File: src/rtl/ifetch_queue_if.sv
// Handshake bundle between the prefetch queue, instruction memory and the IF stage.
// master = prefetch queue side, slave = memory / IF / redirect source side.
interface ifetch_queue_if;
  logic        redirect;
  logic [31:0] redirect_pc;
  logic        mem_req;
  logic [31:0] mem_addr;
  logic        mem_ack;
  logic [31:0] mem_rdata;
  logic        out_valid;
  logic [31:0] out_pc;
  logic [31:0] out_inst;
  logic        out_ready;

  modport master (
    input  redirect, redirect_pc, mem_ack, mem_rdata, out_ready,
    output mem_req, mem_addr, out_valid, out_pc, out_inst
  );

  modport slave (
    output redirect, redirect_pc, mem_ack, mem_rdata, out_ready,
    input  mem_req, mem_addr, out_valid, out_pc, out_inst
  );
endinterface

File: src/rtl/ifetch_queue.sv
// Instruction prefetch queue: one outstanding sequential fetch, DEPTH-entry {pc, inst} FIFO, redirect flush.
// Optional IFQ_STATS_EN adds saturating stat_fetched / stat_discarded counters.
module ifetch_queue #(
  parameter int          DEPTH    = 4,
  parameter logic [31:0] RESET_PC = 32'd0
) (
  input  logic           clk,
  input  logic           reset,
  ifetch_queue_if.master bus
`ifdef IFQ_STATS_EN
  ,
  output logic [31:0]    stat_fetched,
  output logic [15:0]    stat_discarded
`endif
);
  localparam int            AW      = $clog2(DEPTH);
  localparam logic [AW:0]   FULL    = (AW+1)'(DEPTH);
  localparam logic [AW-1:0] PTR_ONE = (AW)'(1);

  typedef enum logic [1:0] {FETCH = 2'd0, WAIT = 2'd1, DISCARD = 2'd2} state_t;

  state_t        state_reg, state_next;
  logic [31:0]   fetch_pc_reg, fetch_pc_next;
  logic [31:0]   addr_reg;
  logic [AW:0]   count_reg;
  logic [AW-1:0] wr_ptr_reg, rd_ptr_reg;
  logic          req_en_reg;
  logic [31:0]   pc_mem   [DEPTH];
  logic [31:0]   inst_mem [DEPTH];

  logic          req, ack, push, pop, valid;
  logic [31:0]   addr;

  // State register
  always_ff @(posedge clk) begin
    if (reset) begin
      state_reg    <= FETCH;
      fetch_pc_reg <= RESET_PC;
    end else begin
      state_reg    <= state_next;
      fetch_pc_reg <= fetch_pc_next;
    end
  end

  // Next state; a redirect overrides everything, and only a still-unacked request forces DISCARD
  always_comb begin
    state_next    = state_reg;
    fetch_pc_next = fetch_pc_reg;
    case (state_reg)
      FETCH:         if (req && !ack) state_next = WAIT;
      WAIT, DISCARD: if (ack)         state_next = FETCH;
      default:                        state_next = FETCH;
    endcase
    if (push) fetch_pc_next = fetch_pc_reg + 32'd4;
    if (bus.redirect) begin
      fetch_pc_next = bus.redirect_pc & ~32'h3;
      state_next    = (req && !ack) ? DISCARD : FETCH;
    end
  end

  // Outputs; in FETCH the request is combinational so req can stay high across an ack
  always_comb begin
    valid         = (count_reg != '0);
    req           = req_en_reg && ((state_reg != FETCH) || (count_reg < FULL));
    addr          = (state_reg == FETCH) ? fetch_pc_reg : addr_reg;
    bus.mem_req   = req;
    bus.mem_addr  = addr;
    bus.out_valid = valid;
    bus.out_pc    = valid ? pc_mem[rd_ptr_reg]   : '0;
    bus.out_inst  = valid ? inst_mem[rd_ptr_reg] : '0;
  end

  always_comb begin
    ack  = req && bus.mem_ack;
    push = ack && (state_reg != DISCARD) && !bus.redirect;
    pop  = valid && bus.out_ready && !bus.redirect;
  end

  // FIFO bookkeeping; req_en_reg keeps mem_req low for the first cycle out of reset
  always_ff @(posedge clk) begin
    if (reset) begin
      count_reg  <= '0;
      wr_ptr_reg <= '0;
      rd_ptr_reg <= '0;
      addr_reg   <= RESET_PC;
      req_en_reg <= 1'b0;
    end else begin
      req_en_reg <= 1'b1;
      if (state_reg == FETCH) addr_reg <= fetch_pc_reg;
      if (bus.redirect) begin
        count_reg  <= '0;
        wr_ptr_reg <= '0;
        rd_ptr_reg <= '0;
      end else begin
        if (push) wr_ptr_reg <= wr_ptr_reg + PTR_ONE;
        if (pop)  rd_ptr_reg <= rd_ptr_reg + PTR_ONE;
        count_reg <= count_reg + (AW+1)'(push) - (AW+1)'(pop);
      end
    end
  end

  always_ff @(posedge clk) begin
    if (push) begin
      pc_mem[wr_ptr_reg]   <= addr;
      inst_mem[wr_ptr_reg] <= bus.mem_rdata;
    end
  end

`ifdef IFQ_STATS_EN
  logic        drop;
  logic [AW:0] flushed;
  logic [16:0] disc_sum;

  // Dropped words are acks that land in DISCARD or coincide with a redirect
  always_comb begin
    drop     = ack && ((state_reg == DISCARD) || bus.redirect);
    flushed  = bus.redirect ? count_reg : '0;
    disc_sum = {1'b0, stat_discarded} + 17'(flushed) + 17'(drop);
  end

  always_ff @(posedge clk) begin
    if (reset) begin
      stat_fetched   <= '0;
      stat_discarded <= '0;
    end else begin
      if (push && (stat_fetched != '1)) stat_fetched <= stat_fetched + 32'd1;
      stat_discarded <= disc_sum[16] ? 16'hFFFF : disc_sum[15:0];
    end
  end
`endif
endmodule

File: src/flat_wrapper.sv
// flat-port wrapper written by rule: the top's interface ports become plain ports
module ifetch_queue_flat 
#(
  parameter int          DEPTH    = 4,
  parameter logic [31:0] RESET_PC = 32'd0
)
  (clk, reset, bus_redirect, bus_redirect_pc, bus_mem_ack, bus_mem_rdata, bus_out_ready, bus_mem_req, bus_mem_addr, bus_out_valid, bus_out_pc, bus_out_inst);
  ifetch_queue_if bus_i ();
  input  logic clk;
  input  logic reset;
  input wire logic [$bits(bus_i.redirect)-1:0] bus_redirect;
  input wire logic [$bits(bus_i.redirect_pc)-1:0] bus_redirect_pc;
  input wire logic [$bits(bus_i.mem_ack)-1:0] bus_mem_ack;
  input wire logic [$bits(bus_i.mem_rdata)-1:0] bus_mem_rdata;
  input wire logic [$bits(bus_i.out_ready)-1:0] bus_out_ready;
  output wire logic [$bits(bus_i.mem_req)-1:0] bus_mem_req;
  output wire logic [$bits(bus_i.mem_addr)-1:0] bus_mem_addr;
  output wire logic [$bits(bus_i.out_valid)-1:0] bus_out_valid;
  output wire logic [$bits(bus_i.out_pc)-1:0] bus_out_pc;
  output wire logic [$bits(bus_i.out_inst)-1:0] bus_out_inst;
  assign bus_i.redirect = bus_redirect;
  assign bus_i.redirect_pc = bus_redirect_pc;
  assign bus_i.mem_ack = bus_mem_ack;
  assign bus_i.mem_rdata = bus_mem_rdata;
  assign bus_i.out_ready = bus_out_ready;
  assign bus_mem_req = bus_i.mem_req;
  assign bus_mem_addr = bus_i.mem_addr;
  assign bus_out_valid = bus_i.out_valid;
  assign bus_out_pc = bus_i.out_pc;
  assign bus_out_inst = bus_i.out_inst;
  ifetch_queue #(.DEPTH(DEPTH), .RESET_PC(RESET_PC)) u_core (.clk(clk), .reset(reset), .bus(bus_i));
endmodule
File: config.mk
export PLATFORM = sky130hd
export DESIGN_NAME = ifetch_queue_flat
export DESIGN_NICKNAME = d
export VERILOG_FILES = /design/src/rtl/ifetch_queue_if.sv /design/src/rtl/ifetch_queue.sv /design/src/flat_wrapper.sv
export SDC_FILE = /design/constraint.sdc
export NUM_CORES = 1
export LEC_CHECK = 0
export ABC_AREA = 1
export BUFFER_PORTS_ARGS = -buffer_cell sky130_fd_sc_hd__buf_2
export CORE_ASPECT_RATIO = 1.5
export CORE_MARGIN = 2
export CORE_UTILIZATION = 45
export DETAILED_ROUTE_END_ITERATION = 12
export GPL_TIMING_DRIVEN = 0
export HOLD_SLACK_MARGIN = 0.08
export PLACE_DENSITY = 0.64
export SYNTH_ARGS = -nofsm -noshare
export SYNTH_HDL_FRONTEND = slang
export SYNTH_SLANG_ARGS = --single-unit
File: constraint.sdc
create_clock -name clk -period 11 [get_ports clk]
set_clock_uncertainty 0.1 [all_clocks]
set_input_delay 3.3 -clock clk [delete_from_list [all_inputs] [get_ports clk]]
set_output_delay 3.3 -clock clk [all_outputs]
set_load 0.02 [all_outputs]
* Word level (Yosys, flattened, before mapping)
Memories as Yosys holds them, arrays and structs flattened. A register that Yosys moved wholly into a read port is not among the register bits. Cells that the tools add are included.
Storage, ports and cells: flip-flop bits (word level) 74, RAM bits 256, input port bits 69, output and inout bits 98, word-level logic and storage cells 55, memories kept 2
Cells by class: add/subtract/negate cells 5, magnitude comparators 1, equality and inequality tests 5, multiplexer cells 17, reduce and logical (&&, ||, !) cells 17
Memories:
- u_core.inst_mem | depth 4, bits a word 32, read ports 1, clocked after memory_dff 1, write ports 1, RTL line ifetch_queue.sv:29 | logic [31:0] inst_mem [DEPTH];
- u_core.pc_mem | depth 4, bits a word 32, read ports 1, clocked after memory_dff 1, write ports 1, RTL line ifetch_queue.sv:28 | logic [31:0] pc_mem [DEPTH];
Operators by type and width (number):
- 32-bit 2-to-1 mux | 5
- 32-bit by 3-bit adder with 32-bit output, second input constant | 1
- 2-bit 2-to-1 mux | 8
- 1-bit logical AND | 7
- 3-bit by 2-bit != test with 1-bit output, second input constant | 2
- 2-bit by 1-bit adder with 2-bit output, second input constant | 2
- 2-bit one-hot mux with 2 select lines | 1
- 2-bit nonzero test | 2
- 2-bit OR reduction | 2
- 3-bit by 1-bit adder with 3-bit output | 1
- 3-bit less-than comparator, second input constant | 1
- 1-bit 2-to-1 mux | 3
- 3-bit nonzero test | 1
- 3-bit by 1-bit subtractor with 3-bit output | 1
- 2-bit by 1-bit == test with 1-bit output, second input constant | 1
- 2-bit == test, second input constant | 1
- 1-bit zero test | 2
- 2-bit zero test | 1
- 2-bit != test, second input constant | 1
- 2-bit AND reduction | 1
- 1-bit logical OR | 1

* Depth between registers and ports, before layout
depth in word-level cells 9, gate-level depth with buffers 11, mapped depth without buffers 10

* Least setup slack after synthesis
Ideal clock, no wire load.
path type input port to flip-flop, from input bus_mem_ack, to memory u_core.inst_mem[0][0] (enable), library setup time 0.486 ns, arrival 6.322 ns, required time 10.414 ns, setup slack 4.092 ns, cell stages on the path 4, path buffers 0, cell sequence nand3_4 -> nor2_1 -> inv_1 -> nor2_1
On the way: longest elaborated chain between the ends 5
Ends and longest elaborated chain:
- start: declaration | RTL line flat_wrapper.sv:13 | input wire logic [$bits(bus_i.mem_ack)-1:0] bus_mem_ack;
- 1-bit logical AND | RTL line ifetch_queue.sv:74 | ack = req && bus.mem_ack;
- 1-bit logical AND (2 in a row) | RTL line ifetch_queue.sv:75 | push = ack && (state_reg != DISCARD) && !bus.redirect;
- 1-bit 2-to-1 mux | RTL line ifetch_queue.sv:103 | if (push) begin
- 1-bit 2-to-1 mux (not written as such) | RTL line ifetch_queue.sv:105 | inst_mem[wr_ptr_reg] <= bus.mem_rdata;
- end: declaration | RTL line ifetch_queue.sv:29
Every way passes these cells.

* Final worst setup path
from register u_core.count_reg[2], to output bus_out_pc[21]
On the way: longest elaborated chain between the ends 2
Ends and longest elaborated chain:
- start: declaration | RTL line ifetch_queue.sv:25 | logic [AW:0] count_reg;
- start signal: assignment | RTL line ifetch_queue.sv:97 | count_reg <= count_reg + (AW+1)'(push) - (AW+1)'(pop);
- 3-bit nonzero test | RTL line ifetch_queue.sv:63 | valid = (count_reg != '0);
- 32-bit 2-to-1 mux | RTL line ifetch_queue.sv:69 | bus.out_pc = valid ? pc_mem[rd_ptr_reg] : '0;
- end: declaration | RTL line flat_wrapper.sv:19 | output wire logic [$bits(bus_i.out_pc)-1:0] bus_out_pc;
Every way passes these cells.

==> results.cfg <==
[worst_setup_path]
r2r-start = u_core.count_reg[2]
worst_r2r_path_depth = 10
start_kind = flop
cp-end-kind = output pin
timing.rr.end = u_core.count_reg[2]
cp.required_ns = 7.60
crit_fanout = 10
crit_type = reg -> out
rrSetupSlack_ns = 8.00
worstPathArrival_ns = 2.57

[logic_synthesis]
synth-seq-area-share = 0.668
synth-compound-area-share = 0.106
synth_top_family_by_area = simple AND/OR/NAND/NOR gates
synth_cells = 1350
yosysTopAreaCellShare = 0.560
syn-num-nets = 1429
yosysWarnings = 0
ys_top_cells_by_area = edfxtp_1 (56%), dfxtp_1 (11%), nor2_1 (9.0%)
ys_ff_latch = 330
muxShareOfSynthArea = 0
syn_area_per_cell_um2 = 10.2
synth_top_cell_by_area = edfxtp_1
synth_xor_area_frac = 0.00893
syn_area_um2 = 13700
synth.distinct_cells = 32
synth_simple_gate_area_share = 0.169
synthAdderAreaFrac = 0.00966

[global_route]
grt_use_total = 0.213
top_usage_layer = met2
gr-usage-met3 = 0.0268
grt_pass1_vias = 10000
grt_use_met1 = 0.243
grt_max_degree = 29
grt_use_met2 = 0.401
gr-total-overflow = 0
grt_pass1_wl_um = 53100
antenna_found_initial = 0

[detailed_routing]
vias_per_cell = 5.12
route.detailed.drc = 0
first_pass_iters = 7
antenna_left = 0
drtIter0Drc = 630
wire_per_inst_um = 17.4
vias = 10100
routed_wl_um = 34400

[worst_hold_path]
whs_endpoint = u_core.addr_reg[0]
whs_path_depth = 2
hp-start = u_core.addr_reg[0]
hold_path.class = reg -> reg

[sta]
setup_viol = 0
finalHoldViolations = 0
tightest_slew_ns = 0.835
max_freq_mhz = 168
relSlewSlack = 0.442
finalMaxSlewViolations = 0
period_share = 0.542
rsz0062_at_grt = no
setup_ws_ns = 5.03
period_needed_ns = 5.97
final.setup.tns_ns = 0

[clock_tree]
cts_root_buf = clkbuf_16
numCtsBuffers = 30
clk-insertion-delay-late_ns = 0.56
cts_resized = 0
cts.path.max_buffers = 3
cts.clk_slew.worst_paths_ns = 0.07
cts_hold_buf = 0
clock_sinks = 330
cts-htree-levels = 1
cts_tree = yes
cts_setup_buffers = 0

[final_layout]
final_core_util = 0.541
layout_commonest_cell = nor2_1
layout-drive-gt1-share = 0.169
nets = 1632
mostFrequentLayoutCells = nor2_1 (325), edfxtp_1 (256), nand2_1 (201)
syn2layout_area_growth_pct = 18.8
n_antenna_cell = 0

[job]
maxCapViolCount = 0

[pwr]
switching_power_uw = 590
swShare = 0.222
p_clk_frac = 0.407
leakage_nw = 6.19
ir_drop_mv = 0.138
internal-power_mw = 2.07
power_frac_seq = 0.524
combPwrFrac = 0.069
powerDensity_nw_per_um2 = 163

[die]
core_um2 = 30200
dieArea_um2 = 31900
die_h_um = 218
num_rows = 78
dieWidth_um = 147
pin_count = 167
start_util = 0.455

[placement]
place.gp.congestion = 0.874
dp_slack_ns = 5.39
dpl.hpwl_um = 23700
numPortBuffers = 163

[status]
outcome = finished, final reports clean
## power groups by stage
| stage | logic, mW | clock network, mW | registers [mW] |
|---|---|---|---|
| floorplan | 0.110 | 0 | 1.41 |
| global placement | 0.178 | 0 | 1.42 |
| detailed placement | 0.185 | 0 | 1.42 |
| CTS | 0.186 | 1.10 | 1.39 |
| global route | 0.205 | 1.14 | 1.39 |
| finish | 0.184 | 1.08 | 1.39 |
## layer usage
layer / vias to the layer above / wire length (um) / share of wire
met5: - / 0 / 0
met4: 0 / 1320 / 0.038
met3: 67 / 1810 / 0.053
met2: 281 / 18100 / 0.53
met1: 4789 / 13200 / 0.38
li1: 4985 / - / -
## logic make-up after synthesis
family	after synthesis
XOR/XNOR	14
flip-flops	330
AND/OR/NAND/NOR	583
adder cells (fa/ha/maj)	10
AO/OA/AOI/OAI	285
buffers and inverters	128
## metrics by stage
step | std cells | power, mW | area (um2) | hold WS [ns]
after floorplan | 1350 | 1.52 | 13700 | 0.316
after CTS | 1977 | 2.67 | 16300 | 0.338
after global routing | 1977 | 2.74 | 16300 | 0.379
after detailed placement | 1921 | 1.60 | 15200 | 0.327
after global placement | 1913 | 1.60 | 15000 | 0.324
final | 1977 | 2.65 | 16300 | 0.339
## how the worst max path moves through the flow
stage | start | end | slack (ns) | depth (start not counted)
after floorplan | bus_mem_ack | u_core.inst_mem[0][0] | 4.09 | 4
after global placement | bus_mem_ack | u_core.inst_mem[3][11] | 1.70 | 5
after detailed placement | bus_mem_ack | u_core.inst_mem[0][7] | 5.39 | 7
after CTS | u_core.count_reg[2] | bus_out_pc[21] | 4.95 | 5
after global routing | u_core.state_reg[1] | bus_mem_addr[10] | 4.88 | 8
final | u_core.count_reg[2] | bus_out_pc[21] | 5.03 | 5
## synth_stat cells, drive strengths merged
master,n
a31oi,4
nand4,2
inv,57
nand2,206
edfxtp,256
clkbuf,36
nor2,338
buf,35
a21oi,126
nand3,32
nand3b,1
o21bai,2
nor3,4
xnor2,7
ha,9
o221ai,1
o21ai,149
dfxtp,74
fa,1
a211oi,3
xor2,7
## layout make-up
| type | count | area [um2] |
|---|---|---|
| fillers | 2668 | 13900 |
| flip-flops and latches | 330 | 9170 |
| multi-input cells | 892 | 4070 |
| repair buffers | 171 | 991 |
| clock buffers | 49 | 987 |
| well taps | 400 | 500 |
| plain buffers | 71 | 305 |
| inverters | 57 | 214 |
| clock inverters | 7 | 70.1 |
## critical path: stages (launching register included)
cell	delay, ns
dfxtp_1	0.39
nor3_1	0.59
buf_2	0.42
buf_2	0.32
a21oi_1	0.12
buf_2	0.18
No activity file was read; power rests on OpenSTA's default activity.
